==> src/rtl/wb_regfile.sv <==
// wb_regfile: writeback stage of the pipelined RISC-V core.
// It selects the writeback value from the WB-stage fields and commits it to a
// 32 x 32-bit integer register file. It serves two ID-stage read ports, and a
// write in the same cycle is bypassed straight through to them. It also counts
// committed writes.
// Ports:
//   clk, rst            rising-edge clock, synchronous active-low reset
//   REGWRITE_WB         register write enable
//   DATATOREGSEL_WB     writeback source select
//   PC_WB, IMM_WB       WB-stage PC and immediate
//   ALUOUT_WB           ALU result
//   MEMDATA_WB          extended load data
//   RD_WB               destination register
//   RS1_ID, RS2_ID      read port addresses
//   RS1DATA_ID/RS2DATA_ID  read port data (combinational, with bypass)
//   WBDATA_WB           selected writeback value (combinational)
//   WBVALID_WB          a write commits this cycle (combinational)
//   WRCOUNT             registered count of committed writes
module wb_regfile #(
  parameter logic [31:0] SP_INIT = 32'h0000_0000
) (
  input  logic        clk,
  input  logic        rst,
  input  logic        REGWRITE_WB,
  input  logic [2:0]  DATATOREGSEL_WB,
  input  logic [31:0] PC_WB,
  input  logic [31:0] IMM_WB,
  input  logic [31:0] ALUOUT_WB,
  input  logic [31:0] MEMDATA_WB,
  input  logic [4:0]  RD_WB,
  input  logic [4:0]  RS1_ID,
  input  logic [4:0]  RS2_ID,
  output logic [31:0] RS1DATA_ID,
  output logic [31:0] RS2DATA_ID,
  output logic [31:0] WBDATA_WB,
  output logic        WBVALID_WB,
  output logic [31:0] WRCOUNT
);

  localparam int unsigned XLEN  = 32;
  localparam int unsigned NREGS = 32;
  localparam int unsigned AW    = 5;

  logic [XLEN-1:0] regs [NREGS];
  logic [XLEN-1:0] wrcount_q;

  // Writeback source select; the additions wrap modulo 2^32.
  always_comb begin
    WBDATA_WB = '0;
    case (DATATOREGSEL_WB)
      3'b000:  WBDATA_WB = ALUOUT_WB;
      3'b001:  WBDATA_WB = MEMDATA_WB;
      3'b010:  WBDATA_WB = PC_WB + XLEN'(4);
      3'b011:  WBDATA_WB = IMM_WB;
      3'b100:  WBDATA_WB = PC_WB + IMM_WB;
      default: WBDATA_WB = '0;
    endcase
  end

  // Holding rst low kills the commit, and with it the bypass. x0 never commits.
  assign WBVALID_WB = rst & REGWRITE_WB & (RD_WB != AW'(0));

  // Read ports: x0 reads as zero first, then the bypass, then the array.
  always_comb begin
    RS1DATA_ID = regs[RS1_ID];
    if (RS1_ID == AW'(0))
      RS1DATA_ID = '0;
    else if (WBVALID_WB && (RD_WB == RS1_ID))
      RS1DATA_ID = WBDATA_WB;
  end

  always_comb begin
    RS2DATA_ID = regs[RS2_ID];
    if (RS2_ID == AW'(0))
      RS2DATA_ID = '0;
    else if (WBVALID_WB && (RD_WB == RS2_ID))
      RS2DATA_ID = WBDATA_WB;
  end

  // Register array. On reset, sp is loaded with SP_INIT and every other entry is cleared.
  always_ff @(posedge clk) begin
    if (!rst) begin
      for (int i = 0; i < NREGS; i++) begin
        regs[i] <= (i == 2) ? SP_INIT : '0;
      end
    end else if (WBVALID_WB) begin
      regs[RD_WB] <= WBDATA_WB;
    end
  end

  // Free-running count of committed writes. It wraps naturally.
  always_ff @(posedge clk) begin
    if (!rst)
      wrcount_q <= '0;
    else if (WBVALID_WB)
      wrcount_q <= wrcount_q + XLEN'(1);
  end

  assign WRCOUNT = wrcount_q;

endmodule

==> config.mk <==
export PLATFORM = sky130hd
export DESIGN_NAME = wb_regfile
export DESIGN_NICKNAME = d
export VERILOG_FILES = /design/src/rtl/wb_regfile.sv
export SDC_FILE = /design/constraint.sdc
export NUM_CORES = 2
export LEC_CHECK = 0
export CORE_AREA = 10 10 361 363
export DETAILED_ROUTE_END_ITERATION = 16
export DIE_AREA = 0 0 371 373
export PLACE_DENSITY_LB_ADDON = 0.2
export SYNTH_ARGS = -nofsm -noshare
export SYNTH_HDL_FRONTEND = slang
export SYNTH_SLANG_ARGS = --single-unit
==> constraint.sdc <==
create_clock -name clk -period 3.1 [get_ports clk]
set_clock_uncertainty 0.2 [all_clocks]
set_input_delay 0.31 -clock clk [delete_from_list [all_inputs] [get_ports clk]]
set_output_delay 0.31 -clock clk [all_outputs]
set_load 0.1 [all_outputs]
==> reports/results.ini <==
[drt]
met3_length_um = 25900
top_layer = met4
postRouteAntennaNets = 0
dr_wl_met2_um = 98400
dr.pass1.iters = 6
via_per_inst = 6.43
postRouteWirelength_um = 214000
remaining_drc_errors = 0
drtIter0Drc = 5907
detail_route.wl_per_cell_um = 32.7
via_count = 42072
m1WireLength_um = 77100

[layout]
area_delta_synth_final_pct = 34.2
layout-drive-gt1-share_pct = 45.8
stdcell_count = 6548
finalInstanceArea_um2 = 77100
utilization_pct = 62.7
layout.nets = 5003

[timing]
rsz0062_at_grt = yes
timing.slew.headroom_pct = 28.3
fmax_mhz = 277
slew_violations = 0
setup_viol = 85
min_period_over_period_pct = 116
setup_ws_ps = -505
max_slew.worst_pin.slew_ps = 1070
period_needed_ps = 3610
hold_violations = 0
fin_setup_tns_ps = -25500

[power]
clkPwrFrac_pct = 32.2
p_leak_nw = 27.0
swShare_pct = 29.3
combinationalPowerShare_pct = 25.4
peakVddDrop_uv = 555
power_mw = 39.6
seqPwrFrac_pct = 42.4
intPower_mw = 28.0
cellPowerDensity_nw_per_um2 = 513
power_switching_mw = 11.6

[critical_path]
crit_type = register to primary output
end_kind = primary output
worstSetupStartpoint = regs[10][18]$_SDFFCE_PN0P_
cp.depth = 7
worstPathMaxFanout = 2
r2r_end = WRCOUNT[25]$_SDFFE_PN0P_
startpoint_type = register
path_cells = mux4_2 > mux4_2 > nor2b_4 > a211oi_4 > buf_6 > a211oi_4 > buf_12
cpPeakStageDelay_ps = 580
path_delay_family = multiplexers
r2r_cells = 7
crit_end = RS1DATA_ID[18]
rr_startpoint = WRCOUNT[8]$_SDFFE_PN0P_
slowest_stage = mux4_2
required_ps = 2590
crit_buf_inv = 2
worstPathArrival_ps = 3100
r2r_setup_slack_ps = 520

[logic_synthesis]
async_reset_ff_share_pct = 0
synth.mux.area_fraction_pct = 26.1
synth_top_family_by_area = multiplexers
ys_top_cells_by_area = edfxtp_1 54%, mux4_2 26%, nor2_1 6.9%
synth_compound_area_share_pct = 3.83
seq_area_frac_synth_pct = 54.7
synth_enable_flop_cells = 1024
synth_simple_gate_area_share_pct = 9.91
synth_xor_area_share_pct = 1.31
yosysWarnings = 0
syn-cell-area_um2 = 57400
avgSynthCellArea_um2 = 14.4
synth_ff_type = edfxtp_1
netlist_instances = 3990
synthAdderAreaFrac_pct = 0.754
synth-seq-cells = 1056
synth_cell_types = 69
synth_top_area_cell = edfxtp_1
synth_top_area_share_pct = 53.6

[cts]
cts_buffers = 106
htreeDepth = 3
clock-sinks = 1056
tritoncts = yes
clock_latency_ps = 700
cts_max_path_buffers = 3
root_buffer = clkbuf_16
path_clk_slew_ps = 60

[placed_design]
numPlacedInstances = 6272
placed_cell_area_um2 = 71300
dp_hpwl_um = 144000
gp_congestion = 0.924
portBuffers = 277

[die]
core_um2 = 123000
chipHeight_um = 373
rows = 129
die_w_um = 371
start_util_pct = 46.7
die_area_um2 = 138000
io_pins = 278

[job]
maxCapViolCount = 0

[outcome]
status = finished, violations left
violations = setup timing

[global_routing]
grt_pass1_vias = 43000
grt.total_usage_pct = 30.5
grt-ovfl-total = 0
grt_first_pass_wirelength_um = 306000
antenna_found_initial = 1
grt_max_degree = 47

[worst_hold_path]
hp-class = input port to register

[cell usage after synthesis, drive strengths merged (14+ instances only)]
master and n:
nor2 1063, edfxtp 1024, mux4 657, clkbuf 247, buf 154, a211oi 134, nand2 118, a21oi 70
nor2b 67, inv 51, xnor2 51, o21ai 38, xor2 35, ha 33, dfxtp 32, nand3 25
and3 17, nand4 17, or3 16, mux2 14
[power by group through the flow]
| stage | logic, mW | registers, mW | clock network [mW] |
|---|---|---|---|
| floorplan | 5.20 | 16.9 | 0 |
| CTS | 9.82 | 16.8 | 12.8 |
| detailed placement | 9.33 | 17.1 | 0 |
| global placement | 9.31 | 17.0 | 0 |
| finish | 10.0 | 16.8 | 12.7 |
| global route | 10.3 | 16.9 | 13.4 |
[cell families after synthesis]
family / Yosys count
other: 1
multiplexers: 676
XOR/XNOR: 86
AND/OR/NAND/NOR: 1372
buffers and inverters: 452
adder cells (fa/ha/maj): 34
flip-flops: 1056
AO/OA/AOI/OAI: 313
[layout make-up]
cell class | count | area [µm²]
well taps | 1637 | 2050
clock inverters | 64 | 574
flip-flops and latches | 1056 | 31400
multi-input cells | 2513 | 27200
inverters | 51 | 273
clock buffers | 134 | 2800
fillers | 8942 | 45900
diodes | 1 | 2.50
repair buffers | 1092 | 12700
[metrics by stage]
stage / hold slack [ps] / setup slack [ps]
after global placement: 268 / -1290
after floorplan: 361 / -526
after detailed placement: 280 / -1280
final: 91.8 / -505
after global routing: 112 / -512
after CTS: 44.2 / -527
[repair_timing]
item / 4_1_cts / 5_1_grt
endpoints found under the hold margin: 2 / 0
setup endpoints to repair: 423 / 284
buffers inserted: 70 / 31
hold buffers: 1 / 0
pin swaps: 165 / 96
gates cloned: 2 / 0
gates resized for setup: 503 / 99
[worst min-delay path: cells and delay by family]
family,cells,cell delay (ps)
buffers and inverters,2,240
adders and majority gates,1,120
and+or+nand+nor,1,100
AOI/OAI and AO/OA,1,80
[worst min path at each step]
stage / startpoint / endpoint / slack [ps] / cells after the start
floorplan: REGWRITE_WB / WRCOUNT[1]$_SDFFE_PN0P_ / 360 / 3
global placement: WRCOUNT[1]$_SDFFE_PN0P_ / WRCOUNT[1]$_SDFFE_PN0P_ / 270 / 2
detailed placement: WRCOUNT[1]$_SDFFE_PN0P_ / WRCOUNT[1]$_SDFFE_PN0P_ / 280 / 2
CTS: PC_WB[0] / regs[7][0]$_SDFFCE_PN0P_ / 40 / 5
global route: IMM_WB[0] / regs[7][0]$_SDFFCE_PN0P_ / 110 / 5
finish: PC_WB[0] / regs[7][0]$_SDFFCE_PN0P_ / 90 / 5
[routing by layer]
layer  global-route usage, %  vias to the layer above
li1                        -                    17017
met1                    40.1                    21578
met2                    47.1                     2938
met3                    7.79                      539
met4                    14.8                        0
met5                       0                        -
[sequential cells by signal, indices dropped and copies added, names as in the netlist]
register / count
WRCOUNT: 32
regs: 1024
[cells in the final DEF, fill, tap and decap left out, drive strengths merged, types with 67 or more instances in the layout]
cell type,count
edfxtp,1024
buf,989
nor2,1063
nor2b,67
a21oi,70
a211oi,134
clkdlybuf4s50,72
clkbuf,136
nand2,118
mux4,657
(Power assumes the default switching activity.)
